`config.mk`:
```
export PLATFORM = sky130hd
export DESIGN_NAME = uart_debug_unit
export DESIGN_NICKNAME = d
export VERILOG_FILES = /design/src/rtl/uart_debug_unit.sv
export SDC_FILE = /design/constraint.sdc
export NUM_CORES = 1
export LEC_CHECK = 0
export CAP_MARGIN = 5
export CORE_AREA = 2 2 147 149
export CTS_BUF_LIST = sky130_fd_sc_hd__clkbuf_4 sky130_fd_sc_hd__clkbuf_8
export CTS_CLUSTER_SIZE = 8
export DETAILED_ROUTE_END_ITERATION = 12
export DIE_AREA = 0 0 149 151
export PLACE_DENSITY_LB_ADDON = 0.15
export SYNTH_ARGS = -nofsm -noshare
export SYNTH_HDL_FRONTEND = slang
export SYNTH_SLANG_ARGS = --single-unit
```
`constraint.sdc`:
```
create_clock -name clk -period 6.8 [get_ports clk]
set_clock_uncertainty 0.2 [all_clocks]
set_input_delay 1.36 -clock clk [delete_from_list [all_inputs] [get_ports clk]]
set_output_delay 1.36 -clock clk [all_outputs]
set_load 0.005 [all_outputs]
```
`src/rtl/uart_debug_unit.sv`:
```
// uart_debug_unit: UART byte-command debug controller that loads instruction
// memory, runs or single-steps the CPU, and streams a register dump back out.
module uart_debug_unit #(
    parameter int DATA_W     = 32,
    parameter int ADDR_W     = 8,
    parameter int N_DUMP     = 4,
    parameter bit BIG_ENDIAN = 1,
    localparam int SEL_W     = (N_DUMP > 1) ? $clog2(N_DUMP) : 1
) (
    input  logic              clk,
    input  logic              rst,
    input  logic [7:0]        i_rx_data,
    input  logic              is_rx_done,
    input  logic              is_tx_done,
    output logic [7:0]        o_tx_data,
    output logic              os_tx_start,
    output logic              o_imem_we,
    output logic [ADDR_W-1:0] o_imem_addr,
    output logic [DATA_W-1:0] o_imem_data,
    output logic              o_cpu_en,
    input  logic              i_cpu_halt,
    output logic [SEL_W-1:0]  o_dump_sel,
    input  logic [DATA_W-1:0] i_dump_data
);
    localparam int NB = DATA_W / 8;
    localparam int BW = (NB > 1) ? $clog2(NB) : 1;
    localparam logic [BW-1:0] LAST_B = BW'(NB - 1);
    localparam logic [SEL_W-1:0] LAST_S = SEL_W'(N_DUMP - 1);

    typedef enum logic [2:0] {IDLE, LOAD, RUN, STEP_WAIT, STEP_EXEC, DUMP_REQ, DUMP_WAIT} state_t;
    state_t state, state_nx;

    logic [ADDR_W-1:0] addr;
    logic [BW-1:0]     byte_cnt, byte_idx;
    logic [DATA_W-1:0] asm_q, asm_nx;
    logic [7:0]        dump_byte;
    logic              ack, step, last, word_done;

    // The same byte counter orders both load assembly and dump serialisation.
    assign byte_idx  = BIG_ENDIAN ? LAST_B - byte_cnt : byte_cnt;
    assign dump_byte = i_dump_data[8*byte_idx +: 8];
    assign word_done = state == LOAD && is_rx_done && byte_cnt == LAST_B;

    always_comb begin
        asm_nx = asm_q;
        asm_nx[8*byte_idx +: 8] = i_rx_data;
    end

    always_ff @(posedge clk or negedge rst) begin
        if (!rst) state <= IDLE;
        else      state <= state_nx;
    end

    always_comb begin
        state_nx = state;
        case (state)
            IDLE:      if (is_rx_done) state_nx = i_rx_data == 8'h01 ? LOAD :
                                                  i_rx_data == 8'h02 ? RUN :
                                                  i_rx_data == 8'h03 ? STEP_WAIT : IDLE;
            LOAD:      if (word_done && (asm_nx == '1 || addr == '1)) state_nx = DUMP_REQ;
            RUN:       if (i_cpu_halt) state_nx = DUMP_REQ;
            STEP_WAIT: if (is_rx_done) state_nx = i_rx_data == 8'h73 ? STEP_EXEC :
                                                  i_rx_data == 8'h71 ? IDLE : STEP_WAIT;
            STEP_EXEC: state_nx = DUMP_REQ;
            DUMP_REQ:  state_nx = DUMP_WAIT;
            DUMP_WAIT: if (is_tx_done) state_nx = !last ? DUMP_REQ :
                                                  (step && !ack && !i_cpu_halt) ? STEP_WAIT : IDLE;
            default:   state_nx = IDLE;
        endcase
    end

    always_comb begin
        o_cpu_en    = (state == RUN || state == STEP_EXEC) && !i_cpu_halt;
        os_tx_start = state == DUMP_REQ;
    end

    // Dump select advances while its last byte is in flight, so i_dump_data
    // has settled by the time the next byte is latched.
    always_ff @(posedge clk or negedge rst) begin
        if (!rst) begin
            addr        <= '0;
            byte_cnt    <= '0;
            asm_q       <= '0;
            ack         <= 1'b0;
            step        <= 1'b0;
            last        <= 1'b0;
            o_tx_data   <= 8'h00;
            o_imem_we   <= 1'b0;
            o_imem_addr <= '0;
            o_imem_data <= '0;
            o_dump_sel  <= '0;
        end else begin
            o_imem_we <= 1'b0;
            if (state == IDLE && is_rx_done) begin
                ack  <= i_rx_data == 8'h01;
                step <= i_rx_data == 8'h03;
                if (i_rx_data == 8'h01) addr <= '0;
            end
            if (state == LOAD && is_rx_done) begin
                asm_q    <= asm_nx;
                byte_cnt <= byte_cnt == LAST_B ? '0 : byte_cnt + 1'b1;
                if (byte_cnt == LAST_B) begin
                    o_imem_we   <= 1'b1;
                    o_imem_addr <= addr;
                    o_imem_data <= asm_nx;
                    if (addr != '1) addr <= addr + 1'b1;
                end
            end
            if (state_nx == DUMP_REQ) o_tx_data <= ack ? 8'hA5 : dump_byte;
            if (state == DUMP_REQ) begin
                last <= ack || (o_dump_sel == LAST_S && byte_cnt == LAST_B);
                if (!ack) begin
                    byte_cnt <= byte_cnt == LAST_B ? '0 : byte_cnt + 1'b1;
                    if (byte_cnt == LAST_B) o_dump_sel <= o_dump_sel == LAST_S ? '0 : o_dump_sel + 1'b1;
                end
            end
        end
    end
endmodule

```
==> results.toml <==
[run_status]
outcome = "complete, no violations"

[drt]
viasPerCell = 4.754
drt_wl_total_um = 14360
drc = 0
num_vias = 3965
wl_per_cell_um = 17.22
drtPass1Iterations = 5
drt_iter0_markers = 283
antenna_left = 0

[clocking]
h-tree-depth = 3
cts.path.max_buffers = 2
worstSkewPairLatency_ps = 380
cts_root_buf = "clkbuf_8"
path_clk_slew_ps = 90
cts_hold_buffers = 0
ctsResizeCount = 0
cts_sinks = 98
cts_made_buffers = 9
cts_tree = "built"
cts_setup_buffers = 0

[floorplanning]
io_pins = 98
core_mm2 = 0.02082
die_h_um = 151
dieArea_mm2 = 0.02250
initial_utilization = 0.2278
dieWidth_um = 149
rows = 53

[placement]
dp_cells = 820
io_buffer_count = 97
routabilityCongestion = 0.8155
hpwl_um = 10280

[sta]
setup_viol = 0
layout_min_cycle_time_ps = 4346
fin_crit_sh = 0.6391
relSlewSlack = 0.4280
hold_violations = 0
fmax_mhz = 230.1
worst_pin_slew_ps = 858.1
grt_setup_unrepaired = "false"
slew_violations = 0
fin_tns_setup_ps = 0

[grt]
antenna_found_initial = 0
grt_start_max_net_pins = 65
grt_overflow = 0
track_usage = 0.1314
grt_pass1_wl_um = 22810
grt_pass1_vias = 3986

[synthesis]
synth_area_leaders = "dfrtp_1 52%, nand2_1 7.2%, a22o_1 6.3%"
ys_ff_latch = 98
synthArstFlopShare = 1.000
synth.most_common_cell = "dfrtp_1"
synth.avg_cell_area_um2 = 10.07
synth_top_cell_area_share = 0.5170
synth-edff-count = 0
syn_area_mm2 = 0.004743
syn_inst = 471
ys.flop_type = "dfrtp_1"
synth_fp_nets = 523
ys_top_cells_by_count = "98 x dfrtp_1, 91 x nand2_1, 34 x a22o_1"
ys_seq_area_frac = 0.5170
synth.distinct_cells = 49
synth_warnings = 0
synth_top_area_cell = "dfrtp_1"

[final_layout]
nets = 608
area_growth_pct = 30.73
final_cells = 834
fill_cells = 2185
final_layout_size_suffix_gt1_frac = 0.06977
diodes = 0

[job]
maxCapViolCount = 0

[pwr]
p_leak_nw = 2.629
p_per_area_mw_per_mm2 = 352.1
power.total_mw = 2.183
peakVddDrop_v = 0.0001068

[worst_hold_path]
holdCritPathClass = "register to register"

[worst_setup_path]
crit_path_end_kind = "register"
cp.required_ps = 6870
path_class = "input pin to register"
path_max_fanout = 16
start_kind = "input pin"
crit_arrival_ps = 4410
worst paths after layout:
kind / start / end / slack [ps] / cells past startpoint
max in group asynchronous: rst / o_tx_data[4] / 4440 / 2
min: o_imem_addr[3] / o_imem_addr[3] / 280 / 2
max reg2reg: byte_cnt[1] / o_tx_data[6] / 2830 / 8
min reg2reg: o_imem_addr[3] / o_imem_addr[3] / 280 / 2
min in group asynchronous: rst / o_imem_data[24] / 720 / 1
max: is_rx_done / o_tx_data[6] / 2450 / 8
metal layers:
layer | GRT usage | wire length (µm) | share of wire
met1 | 0.1862 | 6718 | 0.47
met2 | 0.2014 | 6697 | 0.47
met3 | 0.02651 | 752 | 0.052
met4 | 0.04190 | 191 | 0.013
met5 | 0 | 0 | 0
sequential cells by signal, summed over array words and instances (netlist names):
signal,count
o_imem_data,32
asm_q,31
addr,8
o_imem_addr,8
o_tx_data,8
state,3
byte_cnt,2
o_dump_sel,2
ack,1
last,1
o_imem_we,1
step,1
cell usage in the layout, fill, tap and decap left out, types with 3 or more instances in the layout:
master and n:
nor2b_1 17, clkdlybuf4s50_1 96, o31ai_1 6, o21ai_0 29, and2_1 4, a31oi_1 15
nand3_1 11, mux4_2 8, inv_1 9, o22ai_1 6, buf_4 5, nor4_1 4
ha_1 7, mux2_1 4, a22o_1 34, nor2_1 24, mux2_2 3, a21oi_1 10
clkbuf_8 12, nand4_1 7, dfrtp_1 98, nand2b_1 10, nand2_1 91, nor3_1 10
a2bb2oi_1 4
logic make-up (layout without fill, tap and decap cells):
| group | Yosys count | after routing | share of synthesized area |
|---|---|---|---|
| AND/OR/NAND/NOR | 194 | 194 | 0.2010 |
| AO/OA/AOI/OAI | 117 | 117 | 0.1733 |
| flip-flops | 98 | 98 | 0.5170 |
| buffers and inverters | 38 | 126 | 0.03192 |
| multiplexers | 15 | 15 | 0.05460 |
| adder cells (fa/ha/maj) | 7 | 7 | 0.01846 |
| XOR/XNOR | 2 | 2 | 0.003694 |
power breakdown:
group | switching, mW | internal (mW)
Combinational | 0.397 | 0.435
Sequential | 0.146 | 0.766
Clock | 0.206 | 0.234
Total | 0.749 | 1.43
metrics by stage:
| step | util | area [µm²] | worst slack [ps] | hold slack [ps] |
|---|---|---|---|---|
| CTS | 0.2978 | 6201 | 2424 | 289.1 |
| finish | 0.2978 | 6201 | 2454 | 279.9 |
| detailed placement | 0.2870 | 5976 | 2016 | 265.9 |
| global route | 0.2978 | 6201 | 2189 | 307.4 |
| floorplan | - | 4743 | 3136 | 242.2 |
| global placement | 0.2870 | 5976 | 2143 | 257.8 |
worst max-delay path, stage by stage:
cell             delay [ps]
clkdlybuf4s50_1         480
nor3b_2                 220
nand2_1                 250
nor2_2                  630
nand4_1                 150
or4_1                   610
a21oi_4                 340
mux2_1                  360
layout make-up:
class                      count  area (µm²)  share of cell area
inverter                      11       41.29            0.006659
clock inverter                 2       60.06            0.009685
multi-input combinational    335        2140              0.3450
timing repair buffer         101       998.5              0.1610
sequential                    98        2452              0.3955
clock buffer                  12       165.2             0.02663
tap                          275       344.1             0.05549
(Power assumes the default switching activity.)
